<file path="config.mk">
export PLATFORM = sky130hd
export DESIGN_NAME = alu_multicycle
export DESIGN_NICKNAME = d
export VERILOG_FILES = /design/src/rtl/alu_multicycle.sv
export SDC_FILE = /design/constraint.sdc
export NUM_CORES = 1
export LEC_CHECK = 0
export BUFFER_PORTS_ARGS = -buffer_cell sky130_fd_sc_hd__buf_2
export CAP_MARGIN = 20
export CORE_MARGIN = 3
export CORE_UTILIZATION = 55
export CTS_CLUSTER_DIAMETER = 50
export DETAILED_ROUTE_END_ITERATION = 8
export GPL_TIMING_DRIVEN = 0
export PLACE_DENSITY = 0.76
export SLEW_MARGIN = 20
export SYNTH_ARGS = -nofsm -noshare
export SYNTH_HDL_FRONTEND = slang
export SYNTH_SLANG_ARGS = --single-unit
</file>
<file path="constraint.sdc">
create_clock -name clock -period 5.3 [get_ports clock]
set_clock_uncertainty 0.05 [all_clocks]
set_input_delay 0.53 -clock clock [delete_from_list [all_inputs] [get_ports clock]]
set_output_delay 0.53 -clock clock [all_outputs]
set_load 0.005 [all_outputs]
</file>
<file path="src/rtl/alu_multicycle.sv">
// Handshaked multi-cycle RV32I ALU: single-cycle logic/arith ops,
// iterative 1-bit-per-cycle shifter, result held until consumed.
module alu_multicycle #(
    parameter int WIDTH   = 32,
    parameter int SHAMT_W = 5
) (
    input  logic               clock,
    input  logic               reset,
    input  logic               enable,
    output logic               ready,
    input  logic [2:0]         funct3,
    input  logic [6:0]         funct7,
    input  logic [WIDTH-1:0]   register_data_1,
    input  logic [WIDTH-1:0]   register_data_2,
    output logic [WIDTH-1:0]   register_data_out,
    output logic               out_valid,
    input  logic               out_ready,
    output logic               illegal
);

    localparam logic [1:0] S_IDLE  = 2'd0;
    localparam logic [1:0] S_SHIFT = 2'd1;
    localparam logic [1:0] S_DONE  = 2'd2;

    logic [1:0]         r_state;
    logic [WIDTH-1:0]   r_out;
    logic               r_valid;
    logic               r_illegal;
    logic [SHAMT_W-1:0] r_cnt;
    logic [WIDTH-1:0]   r_shreg;
    logic               r_left;
    logic               r_arith;

    logic               w_f7_zero;
    logic               w_f7_alt;
    logic               w_illegal;
    logic               w_is_shift;
    logic [SHAMT_W-1:0] w_shamt;
    logic [WIDTH-1:0]   w_result;
    logic [WIDTH-1:0]   w_step;

    assign w_f7_zero  = (funct7 == 7'd0);
    assign w_f7_alt   = (funct7 == 7'd32);
    assign w_illegal  = !(w_f7_zero || w_f7_alt) ||
                        (w_f7_alt && funct3 != 3'b000 && funct3 != 3'b101);
    assign w_is_shift = (funct3 == 3'b001) || (funct3 == 3'b101);
    assign w_shamt    = register_data_2[SHAMT_W-1:0];

    // Shift cases only reach here with shamt == 0, so they pass rs1 through.
    always_comb begin
        w_result = '0;
        case (funct3)
            3'b000: w_result = w_f7_alt ? register_data_1 - register_data_2
                                        : register_data_1 + register_data_2;
            3'b001: w_result = register_data_1;
            3'b010: w_result = {{(WIDTH-1){1'b0}},
                                $signed(register_data_1) < $signed(register_data_2)};
            3'b011: w_result = {{(WIDTH-1){1'b0}},
                                register_data_1 < register_data_2};
            3'b100: w_result = register_data_1 ^ register_data_2;
            3'b101: w_result = register_data_1;
            3'b110: w_result = register_data_1 | register_data_2;
            3'b111: w_result = register_data_1 & register_data_2;
            default: w_result = '0;
        endcase
    end

    assign w_step = r_left ? {r_shreg[WIDTH-2:0], 1'b0}
                           : {r_arith & r_shreg[WIDTH-1], r_shreg[WIDTH-1:1]};

    always_ff @(posedge clock) begin
        if (reset) begin
            r_state   <= S_IDLE;
            r_out     <= '0;
            r_valid   <= 1'b0;
            r_illegal <= 1'b0;
            r_cnt     <= '0;
            r_shreg   <= '0;
            r_left    <= 1'b0;
            r_arith   <= 1'b0;
        end else begin
            case (r_state)
                S_IDLE: begin
                    if (enable) begin
                        if (w_illegal) begin
                            r_out     <= '0;
                            r_illegal <= 1'b1;
                            r_valid   <= 1'b1;
                            r_state   <= S_DONE;
                        end else if (w_is_shift && w_shamt != '0) begin
                            r_shreg <= register_data_1;
                            r_cnt   <= w_shamt;
                            r_left  <= (funct3 == 3'b001);
                            r_arith <= w_f7_alt;
                            r_state <= S_SHIFT;
                        end else begin
                            r_out   <= w_result;
                            r_valid <= 1'b1;
                            r_state <= S_DONE;
                        end
                    end
                end
                S_SHIFT: begin
                    r_shreg <= w_step;
                    r_cnt   <= r_cnt - SHAMT_W'(1);
                    if (r_cnt == SHAMT_W'(1)) begin
                        r_out   <= w_step;
                        r_valid <= 1'b1;
                        r_state <= S_DONE;
                    end
                end
                S_DONE: begin
                    if (out_ready) begin
                        r_valid   <= 1'b0;
                        r_illegal <= 1'b0;
                        r_state   <= S_IDLE;
                    end
                end
                default: r_state <= S_IDLE;
            endcase
        end
    end

    assign ready             = (r_state == S_IDLE);
    assign register_data_out = r_out;
    assign out_valid         = r_valid;
    assign illegal           = r_illegal;

endmodule

</file>
==> results.py <==
metrics = {
    "layout": {
        "syn_to_final_growth_pct": 12.9,
        "layout-drive-gt1-share_pct": 10.3,
        "multi_input_area_um2": 6520,
        "nets": 1584,
        "diodes": 0,
        "final-seq-area_um2": 1500,
        "n_fill_cell": 1551,
    },
    "floorplanning": {
        "dieArea_um2": 17500,
        "start_util_pct": 56.9,
        "die_w_um": 132,
        "core-area_um2": 15400,
        "chipHeight_um": 132,
        "num_io_pins": 113,
        "rows": 45,
    },
    "critical_path": {
        "setup.worst_path.end_class": "register",
        "critPathArrivalTime_ns": 4.28,
        "critPathRequiredTime_ns": 5.45,
        "worstSetupStartpointType": "input port",
        "cp_max_fo": 5,
        "crit_type": "input port to register",
    },
    "logic_synthesis": {
        "syn_area_um2": 8770,
        "async_reset_ff_share_pct": 0,
        "synth_edf_count": 0,
        "postSynthCellCount": 1281,
        "synth_top_area_share_pct": 17.1,
        "synth-warning-count": 0,
        "synth_commonest_cells": "nor2_1, a21oi_1, inv_1",
        "synth-seq-area-share_pct": 17.1,
        "synth_fp_nets": 1462,
        "syn_avg_cell_area_um2": 6.85,
        "ys_ff_latch": 75,
        "yosysMostFrequentCell": "nor2_1",
        "synth_ff_type": "dfxtp_1",
        "yosysUniqueCellTypes": 65,
        "yosys.area.top_type": "dfxtp_1",
        "synth_area_leaders": "dfxtp_1, ha_1, a21oi_1",
    },
    "clock_tree": {
        "cts_tree": "yes",
        "clockBufferDepth": 2,
        "clkTransAtPathRegs_ns": 0.06,
        "cts_setup_buffers": 0,
        "clock-sinks": 75,
        "holdBufCountCts": 0,
        "cts_resized": 0,
        "clk_latency_ns": 0.36,
        "cts_max_level": 3,
        "clock-root-buffer": "clkbuf_16",
        "cts_buffers": 9,
    },
    "drt": {
        "ant_nets": 0,
        "vias": 10800,
        "totalWireLength_um": 37800,
        "drt-vias-per-instance": 6.70,
        "first_iter_violations": 1684,
        "wl_per_cell_um": 23.4,
        "drtPass1Iterations": 6,
        "post-route-drc-count": 0,
    },
    "global_route": {
        "grt_overflow": 0,
        "grt_pass1_vias": 9774,
        "grt_use_total_pct": 41.2,
        "grt_max_degree": 14,
        "grt_antenna_before_repair": 0,
        "grt_pass1_wl_um": 56200,
    },
    "timing": {
        "tightestPinTransition_ns": 1.16,
        "setup_ws_ns": 1.17,
        "hold_viol_final": 0,
        "relSlewSlack_pct": 22.5,
        "rsz0062_at_grt": "no",
        "min_period_ns": 4.13,
        "fmax_mhz": 242,
        "slew_viol_final": 0,
        "hold_slack_ns": 0.349,
        "fin_tns_setup_ns": 0,
        "fin_crit_sh_pct": 77.9,
        "finalSetupViolations": 0,
    },
    "job": {
        "max_cap_viol_count": 0,
    },
    "pwr": {
        "total_power_mw": 1.93,
        "powerDensity_nw_per_um2": 195,
        "peakVddDrop_v": 0.000174,
        "p_leak_nw": 4.19,
    },
    "place": {
        "port_buffers": 110,
        "pre_cts_ws_ns": 1.09,
        "globalplace.congestion": 1.02,
        "post-dp-hpwl_um": 28200,
    },
    "outcome": {
        "status": "complete, no violations",
    },
    "min_path": {
        "hp-class": "input port to register",
    },
}
## cell usage in the layout (no fill, tap or decap), types with 17 or more instances in the layout
master / count
a21o_1: 17
nor3_1: 32
nand3_1: 27
a21oi_1: 153
xnor2_1: 23
o22ai_1: 24
ha_1: 101
a31oi_1: 18
buf_2: 116
a211oi_1: 39
inv_1: 109
nand2_1: 70
clkbuf_1: 75
dfxtp_1: 75
mux2i_1: 44
nor2_1: 199
o21ai_0: 81
## metal layers
| layer | vias to the layer above | wire [um] | GRT usage (%) |
|---|---|---|---|
| li1 | 4832 | - | - |
| met1 | 4950 | 14400 | 55.0 |
| met2 | 874 | 15400 | 60.1 |
| met3 | 193 | 5180 | 9.58 |
| met4 | 0 | 2790 | 25.6 |
| met5 | - | 0 | 0 |
## final timing paths
path	cells after the start	slack, ns	endpoint	start
setup / recovery	12	1.17	register_data_out[31]	register_data_2[1]
setup reg to reg	8	1.49	register_data_out[16]	r_cnt[0]
hold reg to reg	2	0.43	r_cnt[1]	r_cnt[1]
hold / removal	2	0.35	illegal	out_ready
## through the flow
step / cells / cell area [um^2] / utilization [%]
after detailed placement: 1603 / 9600 / 62.2
after floorplan: 1281 / 8770 / -
final: 1619 / 9900 / 64.2
after global routing: 1619 / 9900 / 64.2
after global placement: 1602 / 9590 / 62.1
after CTS: 1619 / 9900 / 64.2
## flip-flops by register name, summed over array words and instances (netlist names)
name,cells
r_shreg,32
illegal,1
register_data_out,32
r_arith,1
r_left,1
r_cnt,5
r_state,2
out_valid,1
## critical path, stage by stage
cell and delay, ns:
buf_2 0.16, inv_1 0.11, ha_1 0.33, o21bai_1 0.22, o211ai_1 0.18, a311oi_1 0.68, o31ai_1 0.36, o21ai_0 0.66
a31oi_1 0.27, o32ai_1 0.40, xor2_1 0.28, a211oi_1 0.11
## cells by family (layout without fill, tap and decap cells)
| kind of cell | Yosys count | after routing | synth area share [%] |
|---|---|---|---|
| AOI/OAI and AO/OA | 437 | 437 | 31.5 |
| adders and majority gates | 103 | 103 | 14.9 |
| xor gates and xnor gates | 28 | 28 | 2.80 |
| muxes | 47 | 47 | 5.41 |
| buffers and inverters | 201 | 328 | 8.67 |
| DFF | 75 | 75 | 17.1 |
| and+or+nand+nor | 390 | 390 | 19.6 |
## report_power, final
group	internal, mW	switching, mW	total, mW
Sequential	0.579	0.0100	0.589
Combinational	0.233	0.454	0.687
Clock	0.378	0.278	0.655
## final cells by class
cell class,count,share of cell area (%)
repair buffers,111,5.61
clock inverters,6,0.657
well taps,211,2.67
flip-flops and latches,75,15.2
plain buffers,92,3.55
inverters,109,4.13
multi-input cells,1005,65.8
clock buffers,10,2.41
Power figures use the tool's default switching activity.
